==> config.mk <==
export PLATFORM = sky130hd
export DESIGN_NAME = dsm_multi
export DESIGN_NICKNAME = d
export VERILOG_FILES = /design/src/rtl/dsm_multi.sv
export SDC_FILE = /design/constraint.sdc
export NUM_CORES = 1
export LEC_CHECK = 0
export ABC_AREA = 0
export CAP_MARGIN = 25
export CORE_MARGIN = 5
export CORE_UTILIZATION = 30
export CTS_BUF_LIST = sky130_fd_sc_hd__clkbuf_4
export CTS_CLUSTER_DIAMETER = 80
export DETAILED_ROUTE_END_ITERATION = 7
export PLACE_DENSITY_LB_ADDON = 0.2
export SLEW_MARGIN = 20
export SYNTH_ARGS = -nofsm -noshare
export SYNTH_HDL_FRONTEND = slang
export SYNTH_SLANG_ARGS = --single-unit
==> constraint.sdc <==
create_clock -name clk -period 11.1 [get_ports clk]
set_input_delay 2.22 -clock clk [delete_from_list [all_inputs] [get_ports clk]]
set_output_delay 2.22 -clock clk [all_outputs]
set_load 0.03 [all_outputs]
==> src/rtl/dsm_multi.sv <==
// Multi-channel 1st/2nd-order delta-sigma modulator: CHANNELS signed PCM streams to 1-bit DSD at the tick rate.
// Latency: y/y_valid update one cycle after each tick; an accepted sample is used at the first later tick.
// Backpressure: single holding register; pcm_ready is registered and low while a sample waits for a tick.
module dsm_multi #(
  parameter int PCM_QUANT  = 16,
  parameter int CHANNELS   = 2,
  parameter int GUARD      = 4,
  parameter int OVL_CYCLES = 64
) (
  input  logic                          clk,
  input  logic                          rst,
  input  logic                          tick,
  input  logic [CHANNELS*PCM_QUANT-1:0] pcm_in,
  input  logic                          pcm_valid,
  output logic                          pcm_ready,
  input  logic                          order,
  input  logic                          mute,
  input  logic                          ovl_clear,
  output logic [CHANNELS-1:0]           y,
  output logic                          y_valid,
  output logic [CHANNELS-1:0]           overload
);

  localparam int ACC_W = PCM_QUANT + GUARD;
  localparam int SUM_W = ACC_W + 2;
  localparam int CNT_W = $clog2(OVL_CYCLES + 1);
  localparam logic signed [SUM_W-1:0] ACC_MAX = SUM_W'((64'sd1 <<< (ACC_W - 1)) - 64'sd1);
  localparam logic signed [SUM_W-1:0] ACC_MIN = ~ACC_MAX;
  localparam logic signed [ACC_W-1:0] FB_POS  = ACC_W'((64'sd1 <<< (PCM_QUANT - 1)) - 64'sd1);
  localparam logic signed [ACC_W-1:0] FB_NEG  = -FB_POS;

  function automatic logic signed [ACC_W-1:0] sat(input logic signed [SUM_W-1:0] s);
    if (s > ACC_MAX) return ACC_MAX[ACC_W-1:0];
    if (s < ACC_MIN) return ACC_MIN[ACC_W-1:0];
    return s[ACC_W-1:0];
  endfunction

  function automatic logic clipped(input logic signed [SUM_W-1:0] s);
    return (s > ACC_MAX) || (s < ACC_MIN);
  endfunction

  logic [CHANNELS*PCM_QUANT-1:0] hold_q, active_q, sample;
  logic                          hold_full, ready_q, prev_order, accept, clr;
  logic signed [ACC_W-1:0]       acc1_q [CHANNELS];
  logic signed [ACC_W-1:0]       acc2_q [CHANNELS];
  logic signed [ACC_W-1:0]       fb_q   [CHANNELS];
  logic signed [ACC_W-1:0]       acc1_d [CHANNELS];
  logic signed [ACC_W-1:0]       acc2_d [CHANNELS];
  logic signed [ACC_W-1:0]       fb_d   [CHANNELS];
  logic [CNT_W-1:0]              sat_q  [CHANNELS];
  logic [CNT_W-1:0]              sat_d  [CHANNELS];
  logic [CHANNELS-1:0]           bit_d, set_d;

  assign pcm_ready = ready_q;
  assign accept    = pcm_valid & ready_q;
  // A waiting sample is consumed by the tick that transfers it.
  assign sample    = hold_full ? hold_q : active_q;
  // An order change restarts the loop from zero state.
  assign clr       = order ^ prev_order;

  // Per-channel loop arithmetic for the current tick, including overload recovery.
  always_comb begin
    logic signed [PCM_QUANT-1:0] smp;
    logic signed [SUM_W-1:0]     in_s, a1, a2, f, s1, s2;
    logic signed [ACC_W-1:0]     n1, n2;
    logic                        clip;
    smp    = '0;
    in_s   = '0;
    a1     = '0;
    a2     = '0;
    f      = '0;
    s1     = '0;
    s2     = '0;
    n1     = '0;
    n2     = '0;
    clip   = 1'b0;
    acc1_d = '{default: '0};
    acc2_d = '{default: '0};
    fb_d   = '{default: '0};
    sat_d  = '{default: '0};
    bit_d  = '0;
    set_d  = '0;
    for (int c = 0; c < CHANNELS; c++) begin
      smp  = sample[c*PCM_QUANT +: PCM_QUANT];
      in_s = mute ? '0 : SUM_W'(smp);
      a1   = clr ? '0 : SUM_W'(acc1_q[c]);
      a2   = clr ? '0 : SUM_W'(acc2_q[c]);
      f    = clr ? '0 : SUM_W'(fb_q[c]);
      s1   = a1 + in_s + f;
      n1   = sat(s1);
      s2   = a2 + SUM_W'(n1) + f;
      n2   = order ? sat(s2) : n1;
      clip = clipped(s1) | (order & clipped(s2));
      sat_d[c] = clip ? sat_q[c] + 1'b1 : '0;
      if (sat_d[c] == CNT_W'(OVL_CYCLES)) begin
        acc1_d[c] = '0;
        acc2_d[c] = '0;
        fb_d[c]   = '0;
        sat_d[c]  = '0;
        set_d[c]  = 1'b1;
        bit_d[c]  = 1'b1;
      end else begin
        acc1_d[c] = n1;
        acc2_d[c] = n2;
        fb_d[c]   = n2[ACC_W-1] ? FB_POS : FB_NEG;
        bit_d[c]  = ~n2[ACC_W-1];
      end
    end
  end

  // Holding/active sample registers and the registered ready flag.
  always_ff @(posedge clk) begin
    if (rst) begin
      hold_q    <= '0;
      active_q  <= '0;
      hold_full <= 1'b0;
      ready_q   <= 1'b0;
    end else begin
      if (accept) hold_q <= pcm_in;
      if (tick && hold_full) active_q <= hold_q;
      hold_full <= accept | (hold_full & ~tick);
      ready_q   <= ~(accept | (hold_full & ~tick));
    end
  end

  // Integrator, feedback and saturation-run state, advanced only on ticks.
  always_ff @(posedge clk) begin
    if (rst) begin
      prev_order <= 1'b0;
      for (int c = 0; c < CHANNELS; c++) begin
        acc1_q[c] <= '0;
        acc2_q[c] <= '0;
        fb_q[c]   <= '0;
        sat_q[c]  <= '0;
      end
    end else if (tick) begin
      prev_order <= order;
      for (int c = 0; c < CHANNELS; c++) begin
        acc1_q[c] <= acc1_d[c];
        acc2_q[c] <= acc2_d[c];
        fb_q[c]   <= fb_d[c];
        sat_q[c]  <= sat_d[c];
      end
    end
  end

  // DSD bits, valid pulse and sticky overload flags (a new set beats a clear).
  always_ff @(posedge clk) begin
    if (rst) begin
      y        <= '0;
      y_valid  <= 1'b0;
      overload <= '0;
    end else begin
      y_valid  <= tick;
      if (tick) y <= bit_d;
      overload <= (overload & ~{CHANNELS{ovl_clear}}) | (set_d & {CHANNELS{tick}});
    end
  end

endmodule

==> impl_metrics.ini, run 1 <==
[setup_path]
arrival_ns = 10.83
worstSetupPathType = in2reg
critPathCaptureType = flop
crit_path_top_delay_cell = clkdlybuf4s50_1
path_max_fanout = 21
critical-path-max-stage-delay_ns = 0.57
cp-start-kind = primary input
worst_ep_required_time_ns = 11.60

[synthesis]
yosysSeqAreaShare_pct = 30.9
async_reset_ff_share_pct = 0
yosysUniqueCellTypes = 75
syn_inst = 1665
synth_ff_type = edfxtp_1
ys_ff_latch = 171
synth_warnings = 0
syn_nets = 1870
synth_edf_count = 99
postSynthAreaPerCell_um2 = 8.59
syn_area_um2 = 14300

[clock_network]
numCtsBuffers = 17
cts_tree = built
clock-sinks = 171
post_cts_buffers = 0
clock_latency_ns = 0.66
clk_pin_slew_ns = 0.17
htreeDepth = 4
holdBufCountCts = 0
clockBufferDepth = 2
cts_root_buf = clkbuf_4

[floorplan]
die-area_um2 = 52100
rows = 80
start_util_pct = 30.1
die_w_um = 228
die_h_um = 228
core_um2 = 47400
pin_count = 45

[timing]
slew_headroom_pct = 31.4
max_clock_freq_ghz = 0.0969
period_needed_ns = 10.32
tightest_slew_ns = 1.02
setup_violations = 0
finalHoldViolCount = 0
clock_skew_ns = 0.0368
slew_violations = 0
fin_crit_sh_pct = 93.0
rsz0062_at_grt = false

[place]
gp_congestion = 0.859
dp_hpwl_mm = 28.1
place_area_um2 = 15600
port_buffers = 44

[layout]
nets = 1908
final_util_pct = 33.6
drive_above_1_share_pct = 8.74
area_growth_pct = 11.5
fillCellCount = 5020
finalInstanceArea_um2 = 15900

[drt]
via_count = 11600
drt-initial-drc-count = 750
drtPass1Iterations = 5
routed_via_density = 4.98
wl_per_cell_um = 16.0
route.detailed.drc = 0
antenna_left = 0
wirelength_mm = 37.3

[global_routing]
grt_pass1_wl_mm = 61.8
grt_max_degree = 73
grt_pass1_vias = 11600
antenna_found_initial = 1
overflow = 0
grtUsageTotal_pct = 14.3

[flow_run]
drv_cap = 0

[power]
vdd_ir_drop_max_mv = 0.0916
p_leak_nw = 6.82
power_mw = 2.75
pwr_density_cell_nw_per_um2 = 172

[status]
status = complete, no violations

[min_path]
hp-class = reg2reg
==> metrics by stage <==
stage / worst slack (ns) / setup TNS, ns / instances / hold slack (ns)
floorplan: 0.708 / 0 / 1665 / 0.436
global placement: -0.587 / -14.17 / 2297 / 0.441
detailed placement: -0.388 / -5.60 / 2298 / 0.446
CTS: 0.332 / 0 / 2330 / 0.466
global route: 0.0659 / 0 / 2332 / 0.473
finish: 0.779 / 0 / 2332 / 0.464
==> cell type report <==
type	count	area [um2]	area share [%]
diodes	1	2.50	0.0157
clock buffers	17	128	0.800
clock inverters	15	156	0.981
inverters	156	586	3.67
multi-input cells	1261	9020	56.6
flip-flops and latches	171	4420	27.7
well taps	615	769	4.83
repair buffers	96	871	5.46
==> flip-flops by register name, indices dropped and copies added (netlist names), 2 cells and up <==
register and cells:
acc1_q 40, acc2_q 40, active_q 32, fb_q 5, hold_q 32, overload 2
sat_q 14, y 2
==> metal layers <==
layer | global-route usage [%] | wire, um | up-vias
li1 | - | - | 5801
met1 | 19.0 | 17500 | 5632
met2 | 24.8 | 18300 | 150
met3 | 2.63 | 1110 | 26
met4 | 2.74 | 412 | 0
met5 | 0 | 0 | -
==> final timing paths <==
check	start	end	slack, ns	depth (start not counted)
min reg2reg	active_q[13]	active_q[13]	0.46	2
min	active_q[13]	active_q[13]	0.46	2
max	order	acc2_q[0][16]	0.78	32
max reg2reg	hold_full	acc2_q[0][16]	2.24	29
==> worst max-delay path: cells and delay by family <==
kind / cells / cell delay [ns]
adder cells (fa/ha/maj): 5 / 1.57
AO/OA/AOI/OAI: 12 / 3.34
XOR/XNOR: 1 / 0.53
AND/OR/NAND/NOR: 6 / 1.42
buffers and inverters: 8 / 1.70
==> synthesized netlist by cell type, types with 4 or more instances <==
cell	n	area [um2]
a21o_1	29	218
a21oi_1	173	866
nand4_1	13	81.3
o21ai_1	4	20.0
xor2_1	29	254
a21boi_0	5	37.5
ha_1	82	1030
o21bai_1	6	45.0
o21ai_0	54	270
o21a_1	12	90.1
a31oi_1	14	87.6
nor2_1	98	368
buf_2	8	40.0
a41oi_1	4	35.0
nor3_1	16	80.1
nor2b_1	16	100
nand2_1	284	1070
fa_1	84	1680
and2_1	39	244
dfxtp_1	72	1440
o211ai_1	22	165
clkbuf_1	66	248
or2_2	32	200
and3_1	13	81.3
a211oi_1	14	105
inv_1	156	586
a221oi_1	16	140
nand2b_1	12	75.1
mux2i_1	34	340
a211oi_2	13	163
nand3_1	31	155
or3_1	11	68.8
edfxtp_1	99	2970
xnor2_1	41	359
nor4_1	5	31.3
==> cells by family after synthesis <==
family                   count (synthesis)  synth area share, %
adder cells (fa/ha/maj)                166                 18.9
AO/OA/AOI/OAI                          411                 18.8
AND/OR/NAND/NOR                        579                 18.4
XOR/XNOR                                70                 4.29
flip-flops                             171                 30.9
multiplexers                            34                 2.38
buffers and inverters                  234                 6.33
==> repair_timing <==
item                                    4_1_cts  5_1_grt
endpoints found under the hold margin         0        0
endpoints found under the setup margin        0       30
gates resized for setup                       0        2
==> cells in the final DEF, fill, tap and decap left out, types with 6 or more instances in the layout <==
cell	synthesis	layout
and3_1	13	13
and2_1	39	38
nand2b_1	12	12
nand3_1	31	31
o21bai_1	6	6
or2_2	32	31
nand2_1	284	281
xnor2_1	41	40
fa_1	84	84
mux2i_1	34	34
a211oi_2	13	13
nor2b_1	16	16
buf_4	0	49
nor3_1	16	16
dfxtp_1	72	71
a221oi_1	16	16
ha_1	82	82
nand4_1	13	13
nor2_1	98	98
o21a_1	12	12
a31oi_1	14	14
inv_1	156	156
xor2_1	29	29
o211ai_1	22	22
a21o_1	29	29
o21ai_0	54	53
a211oi_1	14	14
clkdlybuf4s50_1	0	43
edfxtp_1	99	99
or3_1	11	11
clkbuf_4	0	17
a21oi_1	173	173
==> where the power goes <==
part | switching, mW | total, mW | internal, mW
clock network | 0.265 | 0.385 | 0.120
logic | 0.977 | 1.59 | 0.609
registers | 0.0279 | 0.777 | 0.749
Power figures use the tool's default switching activity.
==> run 2, diff against run 1 <==
--- a/config.mk
+++ b/config.mk
@@ -8,6 +8,8 @@
 export ABC_AREA = 0
 export CAP_MARGIN = 25
+export CELL_PAD_IN_SITES_DETAIL_PLACEMENT = 1
+export CELL_PAD_IN_SITES_GLOBAL_PLACEMENT = 1
 export CORE_MARGIN = 5
-export CORE_UTILIZATION = 30
+export CORE_UTILIZATION = 50
 export CTS_BUF_LIST = sky130_fd_sc_hd__clkbuf_4
 export CTS_CLUSTER_DIAMETER = 80
==> constraint.sdc (replaced) <==
create_clock -name clk -period 11.1 [get_ports clk]
set_input_delay 2.775 -clock clk [delete_from_list [all_inputs] [get_ports clk]]
set_output_delay 2.775 -clock clk [all_outputs]
set_load 0.03 [all_outputs]
==> impl_metrics.ini, run 2 (same netlist as run 1, synthesis figures left out) <==
[place]
gp_congestion = 0.913
dp_cells = 2064
port_buffers = 44
dp_hpwl_mm = 30.8
pre_cts_slack_ns = -0.162

[drt]
via_count = 12000
drtPass1Iterations = 5
antenna_left = 0
wirelength_mm = 39.6
routed_via_density = 5.73
route.detailed.drc = 0
wl_per_cell_um = 18.9
drt-initial-drc-count = 623

[setup_path]
r2r_start = hold_full
rr_endpoint = acc1_q[0][15]
critical-path-max-stage-delay_ns = 0.57
cp-start-kind = primary input
reg2reg_setup_slack_ns = 2.72
critPathCaptureType = flop
cpMostUsedCell = fa_1
crit_path_start = order
worst_ep_required_time_ns = 11.43
path_max_fanout = 41
worstSetupPathType = in2reg
arrival_ns = 10.80
reg2reg_depth = 27
crit_path_top_delay_cell = fa_1

[clock_network]
cts_tree = built
post_cts_buffers = 0
clock_latency_ns = 0.60
ctsResizeCount = 0
numCtsBuffers = 17
htreeDepth = 4
cts_root_buf = clkbuf_4
clockBufferDepth = 2
clk_pin_slew_ns = 0.18
clock-sinks = 171
holdBufCountCts = 0

[layout]
nets = 1904
area_growth_pct = 9.34
fin_cells = 2097
reg_top3 = acc1_q (40), acc2_q (40)
layout_common_cells = nand2_1 (283), a21oi_1 (173), inv_1 (156), edfxtp_1 (99), nor2_1 (98)
layout_commonest_cell = nand2_1
final_util_pct = 54.9
drive_above_1_share_pct = 8.47

[min_path]
worstHoldStart = active_q[2]
hold_depth = 2
hold_end = active_q[2]
hp-class = reg2reg

[timing]
clock_skew_ns = 0.0422
rsz0062_at_grt = false
finalHoldViolCount = 0
setup_tns_ns = 0
setup_violations = 0
period_needed_ns = 10.47
slew_headroom_pct = 45.2
fin_crit_sh_pct = 94.3
worst_slack_ns = 0.630
max_clock_freq_ghz = 0.0955
slew_violations = 0
tightest_slew_ns = 0.819

[status]
status = complete, no violations

[power]
vdd_ir_drop_max_mv = 0.0874
pwr_density_cell_nw_per_um2 = 179
p_leak_nw = 6.81

[floorplan]
rows = 62
start_util_pct = 50.2
die-area_um2 = 32100
die_h_um = 179
die_w_um = 179
pin_count = 45
core_um2 = 28500

[global_routing]
antenna_found_initial = 2
grtUsageTotal_pct = 25.3
overflow = 0
grt_pass1_vias = 13100
grt_max_degree = 72
grt_pass1_wl_mm = 65.2

[flow_run]
drv_cap = 0
[run 2: changes by cell type in the layout (fill, tap and decap cells not counted), sizes merged]
cell	previous run	this run
bufinv	1	2
clkbuf	17	18
clkinv	4	2
o21ai	61	60
clkinvlp	2	1
buf	53	50
inv	164	165
[run 2: power breakdown]
group,switching (mW),internal [mW]
clock network,0.255,0.142
logic,1.02,0.610
registers,0.0300,0.749
[run 2: area by class of cell]
type | count | area, um2
Inverter | 156 | 586
Fill cell | 3403 | 12800
Antenna cell | 1 | 2.50
Clock inverter | 14 | 155
Sequential cell | 171 | 4420
Timing Repair Buffer | 93 | 851
Tap cell | 384 | 480
Clock buffer | 18 | 135
Multi-Input combinational cell | 1260 | 9010
[run 2: worst max path at each step]
stage | cells past startpoint | slack, ns | end
after floorplan | 31 | 0.15 | acc2_q[0][32]
after global placement | 28 | 0.27 | acc2_q[0][2]
after detailed placement | 32 | -0.16 | acc2_q[0][11]
after CTS | 32 | 0.42 | acc2_q[0][11]
after global routing | 28 | 0.04 | acc2_q[0][2]
final | 32 | 0.63 | acc2_q[0][32]
[run 2: worst max-delay path: cells and delay by family]
kind | cells | cell delay [ns]
compound gates | 13 | 2.86
xor+xnor | 1 | 0.38
fa+ha+maj | 6 | 2.21
buf+inv | 8 | 1.71
simple gates | 4 | 0.81
[run 2: layer usage]
metal | share of wire, % | up-vias | GRT usage, %
li1 | - | 5788 | -
met3 | 2.2 | 76 | 3.27
met4 | 3.4 | 2 | 9.08
met1 | 41 | 5980 | 28.7
met5 | 0.033 | - | 0
met2 | 54 | 166 | 48.4
[run 2: metrics by stage]
| step | instance area [um2] | power, mW | hold WS, ns |
|---|---|---|---|
| after global routing | 15600 | 3.01 | 0.481 |
| final | 15600 | 2.80 | 0.469 |
| after detailed placement | 15300 | 2.41 | 0.451 |
| after global placement | 15300 | 2.34 | 0.441 |
| after CTS | 15600 | 2.82 | 0.472 |
| after floorplan | 14300 | 1.91 | 0.436 |
==> run 3, diff against run 2 <==
Settings changed: CORE_ASPECT_RATIO from default to 0.9.
==> impl_metrics.ini, run 3 (same netlist as run 1, synthesis figures left out) <==
[status]
status = complete, no violations

[floorplan]
pin_count = 45
die_h_um = 170
die-area_um2 = 32100
die_w_um = 188
core_um2 = 28100
start_util_pct = 50.9
rows = 58

[global_routing]
grt_pass1_vias = 12800
grt_max_degree = 73
overflow = 0
antenna_found_initial = 1
grt_pass1_wl_mm = 65.1
grtUsageTotal_pct = 24.9

[power]
vdd_ir_drop_max_mv = 0.108
switching_share_pct = 46.3
power_frac_comb_pct = 57.8
p_leak_nw = 6.76
pwr_density_cell_nw_per_um2 = 178
p_seq_share_pct = 28.2
power_mw = 2.76
internal-power_mw = 1.48
power_switching_mw = 1.28
p_clk_share_pct = 14.1

[setup_path]
worst_ep_required_time_ns = 11.54
crit_path_top_delay_cell = fa_1
cp_top_family = compound AO/OA/AOI/OAI gates
critical_path_buf_inv_count = 7
path_max_fanout = 45
cp-start-kind = primary input
arrival_ns = 11.14
worstSetupPathType = in2reg
critical-path-max-stage-delay_ns = 0.52
critPathCaptureType = flop

[drt]
drtPass1Iterations = 5
via_count = 11900
route.detailed.drc = 0
wirelength_mm = 39.2
wl_per_cell_um = 19.0
routed_via_density = 5.78
antenna_left = 0
drt-initial-drc-count = 661

[layout]
area_growth_pct = 8.55
reg_top3 = acc1_q (40), acc2_q (40)
fin_cells = 2067
drive_above_1_share_pct = 8.26
layout_common_cells = nand2_1 (281), a21oi_1 (173), inv_1 (156), edfxtp_1 (99), nor2_1 (98)
layout_commonest_cell = nand2_1
nets = 1899

[timing]
slew_violations = 0
clock_skew_ns = 0.0221
slew_headroom_pct = 45.0
fin_crit_sh_pct = 96.5
rsz0062_at_grt = false
max_clock_freq_ghz = 0.0934
tightest_slew_ns = 0.823
setup_violations = 0
period_needed_ns = 10.71
finalHoldViolCount = 0

[place]
dp_hpwl_mm = 30.2
port_buffers = 44
gp_congestion = 0.882
dp_cells = 2034

[clock_network]
htreeDepth = 4
clock_latency_ns = 0.62
post_cts_buffers = 0
cts_root_buf = clkbuf_4
clockBufferDepth = 2
numCtsBuffers = 17
clk_pin_slew_ns = 0.16
clock-sinks = 171
cts_tree = built
holdBufCountCts = 0

[flow_run]
drv_cap = 0

[min_path]
hp-class = reg2reg
==> run 3: repair_timing <==
action,CTS,global route
endpoints found under the hold margin,0,0
resized for setup,0,3
endpoints found under the setup margin,0,78
==> run 3: power groups by stage <==
stage	Sequential [mW]	Combinational, mW	Clock [mW]
detailed placement	0.793	1.59	0
global placement	0.789	1.54	0
finish	0.778	1.60	0.389
CTS	0.778	1.60	0.396
global route	0.784	1.79	0.424
floorplan	0.784	1.13	0
==> run 3: layout make-up <==
type / count / area, um2
Sequential cell: 171 / 4420
Antenna cell: 1 / 2.50
Clock buffer: 18 / 135
Multi-Input combinational cell: 1260 / 9010
Timing Repair Buffer: 88 / 777
Inverter: 156 / 586
Tap cell: 360 / 450
Fill cell: 3347 / 12600
Clock inverter: 13 / 144
==> run 3: worst min-delay path: stages, from the launching register on <==
cell,delay (ns)
dfxtp_1,0.34
nand2_1,0.05
a21oi_1,0.05
==> run 3: per-layer routing <==
layer / vias to the layer above / part of all wire (%) / GRT usage (%)
met3: 55 / 2.9 / 3.38
met2: 181 / 52 / 45.6
met4: 0 / 2.4 / 6.86
li1: 5767 / - / -
met1: 5936 / 43 / 30.9
met5: - / 0 / 0
==> run 3: final timing paths <==
path | endpoint | start | cells after the start | slack [ns]
worst max register to register | fb_q[0][14] | hold_full | 30 | 2.29
worst min register to register | active_q[16] | active_q[16] | 2 | 0.46
worst max-delay path | fb_q[0][14] | order | 31 | 0.39
worst min-delay path | active_q[16] | active_q[16] | 2 | 0.46
==> run 3: through the flow <==
step | area (um2) | hold WS, ns | util [%] | setup TNS, ns | setup slack [ns]
2_1_floorplan | 14300 | 0.436 | - | 0 | 0.153
3_3_place_gp | 15200 | 0.441 | 54.1 | -18.16 | -0.305
3_5_place_dp | 15200 | 0.446 | 54.2 | -46.16 | -0.644
4_1_cts | 15500 | 0.465 | 55.2 | 0 | 0.0150
5_1_grt | 15500 | 0.478 | 55.3 | 0 | 0.0206
6_report | 15500 | 0.464 | 55.3 | 0 | 0.391
==> RTL change 1 (config.mk and constraints of run 1) <==
Change the parameter `GUARD` from 4 to 5.
--- a/src/rtl/dsm_multi.sv
+++ b/src/rtl/dsm_multi.sv
@@ -5,5 +5,5 @@
   parameter int PCM_QUANT  = 16,
   parameter int CHANNELS   = 2,
-  parameter int GUARD      = 4,
+  parameter int GUARD      = 5,
   parameter int OVL_CYCLES = 64
 ) (
Check against the original RTL: same outputs for any inputs over 4 cycles, from zero or initial values and one cycle with rst high; that may be too few to reach the edited logic, so the function may still have changed.
==> RTL change 1 against run 1 <==
Wire length increased by 7.8%. Clock skew is 0.0034 ns lower. Power is 0.15% lower. Worst setup slack improved by 0.11 ns. Utilization is 0.093 points lower. Area after synthesis increased by 3.8%. Synthesized cell count is 4.0% higher. Sequential cell count rose by 4. Sequential share of layout area about the same. Cell area grew 2.9%. Die area rose by 3.7%. Count of clock-buffer cells in the layout increased by 1.
==> RTL change 1: results (changes against run 1) <==
status: "finished clean"  # unchanged
synth.area.top_cells: "edfxtp_1, fa_1, dfxtp_1, nand2_1, a21oi_1"  # was edfxtp_1, fa_1, dfxtp_1, nand2_1, ha_1
grt_pass1_wl_mm: 65.1  # was 61.8 mm
globalplace.congestion: 0.837  # was 0.859
vdd_drop_max_v: 0.000110  # was 0.0000916 V
top_regs: "acc1_q x42, acc2_q x42"  # was acc1_q x40, acc2_q x40
grt_max_degree: 75  # was 73
crit_arrival_ns: 10.59  # was 10.83 ns
yosys.area_share.adder_pct: 19.1  # was 18.9%
vias_per_cell: 4.98  # about the same
synthTopCellsByCount: "nand2_1, a21oi_1, inv_1"  # unchanged
holdPathEnd: "active_q[20]"  # was active_q[13]
drtIter0Drc: 660  # was 750
ys_seq_area_share_pct: 30.5  # was 30.9%
grt_util_all_layers_pct: 15.1  # was 14.3%
wirelength_mm: 40.2  # was 37.3 mm
critPathMaxFanout: 43  # was 21
synth_compound_area_share_pct: 19.2  # was 18.8%
synth_edf_count: 103  # was 99
clk_latency_ns: 0.64  # was 0.66 ns
synthXorXnorAreaFrac_pct: 4.07  # was 4.29%
drt_pass1_iterations: 5  # unchanged
dp_hpwl_mm: 31.3  # was 28.1 mm
maxSlewHeadroom_pct: 35.5  # was 31.4%
crit_slowest_cell: "clkdlybuf4s50_1"  # unchanged
rrSetupSlack_ns: 2.13  # was 2.24 ns
drive_above_1_share_pct: 8.11  # was 8.74%
r2r-end: "acc2_q[0][24]"  # was acc2_q[0][16]
path_clk_slew_ns: 0.18
dpl.cell_count: 2394  # was 2298
synth_mux_area_share_pct: 2.58  # was 2.38%
synth.distinct_cells: 73  # was 75
grt.overflow.total: 0  # unchanged
sw_frac_of_total_pct: 46.9  # was 46.2%
avgSynthCellArea_um2: 8.58  # was 8.59 um2
worst_hold_startpoint: "hold_q[20]"  # was active_q[13]
p_leak_nw: 6.91  # was 6.82 nW
syn-num-nets: 1944  # was 1870
worst_clock_skew_ns: 0.0334  # was 0.0368 ns
grt_pass1_vias: 12100  # was 11600
final_nets: 1963  # was 1908
[RTL change 1: critical path: cells and delay by family]
kind,cells,cell delay (ns)
compound gates,10,2.66
simple gates,7,1.68
buf+inv,6,1.59
xor+xnor,1,0.37
fa+ha+maj,5,2.05
[RTL change 1: power groups by stage]
stage	logic [mW]	clock network [mW]	registers, mW
floorplan	1.17	0	0.803
global route	1.77	0.419	0.802
detailed placement	1.58	0	0.810
global placement	1.58	0	0.810
finish	1.58	0.375	0.794
CTS	1.59	0.395	0.795
[RTL change 1: worst max-delay path by stage]
stage | from | to
finish | order | acc2_q[0][24]
global route | order | acc2_q[0][40]
CTS | order | acc2_q[0][24]
detailed placement | order | acc2_q[0][24]
global placement | order | acc2_q[0][25]
floorplan | order | acc2_q[0][16]
[RTL change 1: through the flow]
stage | instance area, um2 | hold slack, ns | setup slack (ns) | power [mW] | utilization (%)
finish | 16400 | 0.461 | 0.891 | 2.74 | 33.5
global route | 16400 | 0.479 | 0.311 | 2.99 | 33.5
CTS | 16400 | 0.467 | 0.893 | 2.78 | 33.5
detailed placement | 16100 | 0.447 | 0.133 | 2.39 | 32.9
global placement | 16100 | 0.441 | 0.276 | 2.39 | 32.9
floorplan | 14800 | 0.436 | 0.647 | 1.97 | -
[RTL change 1: per-layer routing]
metal  wire length (um)  vias to the layer above  global-route usage, %
li1                   -                     6013                      -
met3                878                       31                   2.03
met2              19600                      153                   25.8
met4                631                        0                   3.56
met1              19100                     5884                   20.3
met5                  0                        -                      0
[RTL change 1: cell families (layout without fill, tap and decap cells)]
kind of cell / count (synthesis) / after routing
other: 0 / 1
multiplexers: 38 / 38
XOR/XNOR: 69 / 69
flip-flops: 175 / 175
buffers and inverters: 235 / 267
AND/OR/NAND/NOR: 597 / 597
adder cells (fa/ha/maj): 174 / 174
AO/OA/AOI/OAI: 443 / 443
[RTL change 1: final cells by class]
| cell class | instances | area [um2] |
|---|---|---|
| multi-input combinational | 1321 | 9420 |
| tap | 664 | 831 |
| inverter | 153 | 574 |
| antenna | 1 | 2.50 |
| sequential | 175 | 4540 |
| timing repair buffer | 82 | 766 |
| clock inverter | 14 | 144 |
| fill | 5245 | 32500 |
| clock buffer | 18 | 135 |
==> RTL change 2 (settings of run 1) <==
Without the edit above. Make the reset (`rst`) asynchronous in 3 clocked blocks.
--- a/src/rtl/dsm_multi.sv
+++ b/src/rtl/dsm_multi.sv
@@ -110,5 +110,5 @@
 
   // Holding/active sample registers and the registered ready flag.
-  always_ff @(posedge clk) begin
+  always_ff @(posedge clk or posedge rst) begin
     if (rst) begin
       hold_q    <= '0;
@@ -125,5 +125,5 @@
 
   // Integrator, feedback and saturation-run state, advanced only on ticks.
-  always_ff @(posedge clk) begin
+  always_ff @(posedge clk or posedge rst) begin
     if (rst) begin
       prev_order <= 1'b0;
@@ -146,5 +146,5 @@
 
   // DSD bits, valid pulse and sticky overload flags (a new set beats a clear).
-  always_ff @(posedge clk) begin
+  always_ff @(posedge clk or posedge rst) begin
     if (rst) begin
       y        <= '0;
Function: differs if rst is asserted again (counterexample within 4 cycles, from zero or initial values and one cycle with rst high); with rst held inactive, the same outputs for 4 cycles.
==> RTL change 2 against run 1 <==
Sequential cell count fell by 1. Wire length rose by 10%. Area after synthesis rose by 5.5%. Cell area rose by 4.6%. Worst setup slack got worse by 0.048 ns. Utilization fell by 0.22 points. Critical path type unchanged. Worst hold slack improved by 0.041 ns. First-iteration DRC count fell by 7.6%. Critical path depth rose by 1. Via count rose by 4.4%.
Power is not shown: default switching activity piles up to over one toggle a cycle in this logic, so the estimate is an artifact.
==> RTL change 2: results (changes against run 1) <==
grt_util_all_layers_pct: 15.5  # was 14.3%
dpl.cell_count: 2374  # was 2298
grt_pass1_wl_mm: 68.1  # was 61.8 mm
wl_per_cell_um: 17.1  # was 16.0 um
top_regs: "acc1_q x40, acc2_q x38"  # was acc1_q x40, acc2_q x40
synthFlopType: "dfrtp_1"  # was edfxtp_1
drt_pass1_iterations: 7  # was 5
crit_arrival_ns: 10.91  # was 10.83 ns
wirelength_mm: 41.2  # was 37.3 mm
clk_latency_ns: 0.63  # was 0.66 ns
maxSlewHeadroom_pct: 41.0  # was 31.4%
holdPathEnd: "acc2_q[21]"  # was active_q[13]
vias_per_cell: 5.03  # was 4.98
critPathMaxFanout: 43  # was 21
cts_resized: 0  # unchanged
synth_warnings: 0  # unchanged
r2r_start: "hold_full"  # unchanged
worst_hold_startpoint: "acc2_q[21]"  # was active_q[13]
synth_edf_count: 0  # was 99
antenna_found_initial: 1  # unchanged
async_flop_share_pct: 100  # was 0%
cpPeakStageDelay_ns: 0.60  # was 0.57 ns
worst-r2r-cell-count: 32  # was 29
fin_crit_sh_pct: 93.4  # was 93.0%
crit_slowest_cell: "fa_1"  # was clkdlybuf4s50_1
whs_ns: 0.505  # was 0.464 ns
final_nets: 1927  # was 1908
grt_pass1_vias: 12500  # was 11600
drive_above_1_share_pct: 11.8  # was 8.74%
status: "finished clean"  # unchanged
grt_max_degree: 97  # was 73
drtIter0Drc: 693  # was 750
globalplace.congestion: 0.851  # was 0.859
ys_seq_area_share_pct: 28.2  # was 30.9%
dp_hpwl_mm: 30.7  # was 28.1 mm
synth.distinct_cells: 74  # was 75
syn-instance-count: 1699  # was 1665
place_area_um2: 16400  # was 15600 um2
r2r-end: "acc2_q[21]"  # was acc2_q[0][16]
synth.area.top_cells: "dfrtp_1, fa_1, ha_1, inv_1, mux2_2"  # was edfxtp_1, fa_1, dfxtp_1, nand2_1, ha_1
worst_clock_skew_ns: 0.0283  # was 0.0368 ns
rrSetupSlack_ns: 2.31  # was 2.24 ns
==> RTL change 2: cell count changes after synthesis, moves of 45 or more <==
cell,before,now
dfrtp_1,0,170
nand2_1,284,164
edfxtp_1,99,0
dfxtp_1,72,0
mux2_2,0,69
inv_1,156,219
a21oi_1,173,128
==> RTL change 2: final cells by class <==
class | count | area (um2)
fillers | 5321 | 33300
clock buffers | 17 | 128
diodes | 1 | 2.50
multi-input cells | 1231 | 9700
well taps | 672 | 841
repair buffers | 83 | 788
inverters | 219 | 827
flip-flops and latches | 170 | 4260
clock inverters | 15 | 141
==> RTL change 2: per-stage QoR <==
stage	setup WS [ns]	utilization [%]
final	0.731	33.4
after global routing	0.220	33.4
after detailed placement	0.128	32.8
after CTS	0.791	33.3
after floorplan	0.340	-
after global placement	0.166	32.7
==> RTL change 2: layer usage <==
metal,part of all wire (%),track usage (%)
met4,1.8,3.69
met1,47,20.7
met5,0,0
met2,49,26.3
met3,2.5,2.53
==> RTL change 2: kinds of logic (layout without fill, tap and decap cells) <==
| kind of cell | Yosys count | count (layout) | share of synthesized area [%] |
|---|---|---|---|
| buffers and inverters | 298 | 334 | 7.63 |
| adder cells (fa/ha/maj) | 166 | 166 | 17.9 |
| flip-flops | 170 | 170 | 28.2 |
| XOR/XNOR | 68 | 68 | 3.95 |
| AO/OA/AOI/OAI | 449 | 449 | 20.7 |
| other | 0 | 1 | 0 |
| multiplexers | 107 | 107 | 7.67 |
| AND/OR/NAND/NOR | 441 | 441 | 13.9 |
==> RTL change 2: worst max path at each step <==
stage,cells past startpoint,from,slack [ns],end
2_1_floorplan,31,order,0.34,sat_q[3]
3_3_place_gp,29,order,0.17,acc1_q[17]
3_5_place_dp,33,order,0.13,acc2_q[21]
4_1_cts,33,order,0.79,acc2_q[21]
5_1_grt,33,order,0.22,acc2_q[21]
6_report,33,order,0.73,acc2_q[21]
==> RTL change 2: worst max-delay path: cells and delay by family <==
kind | cells | cell delay, ns
buf+inv | 8 | 1.61
simple gates | 5 | 1.27
fa+ha+maj | 5 | 1.77
mux | 1 | 0.10
xor+xnor | 1 | 0.31
compound gates | 13 | 3.59
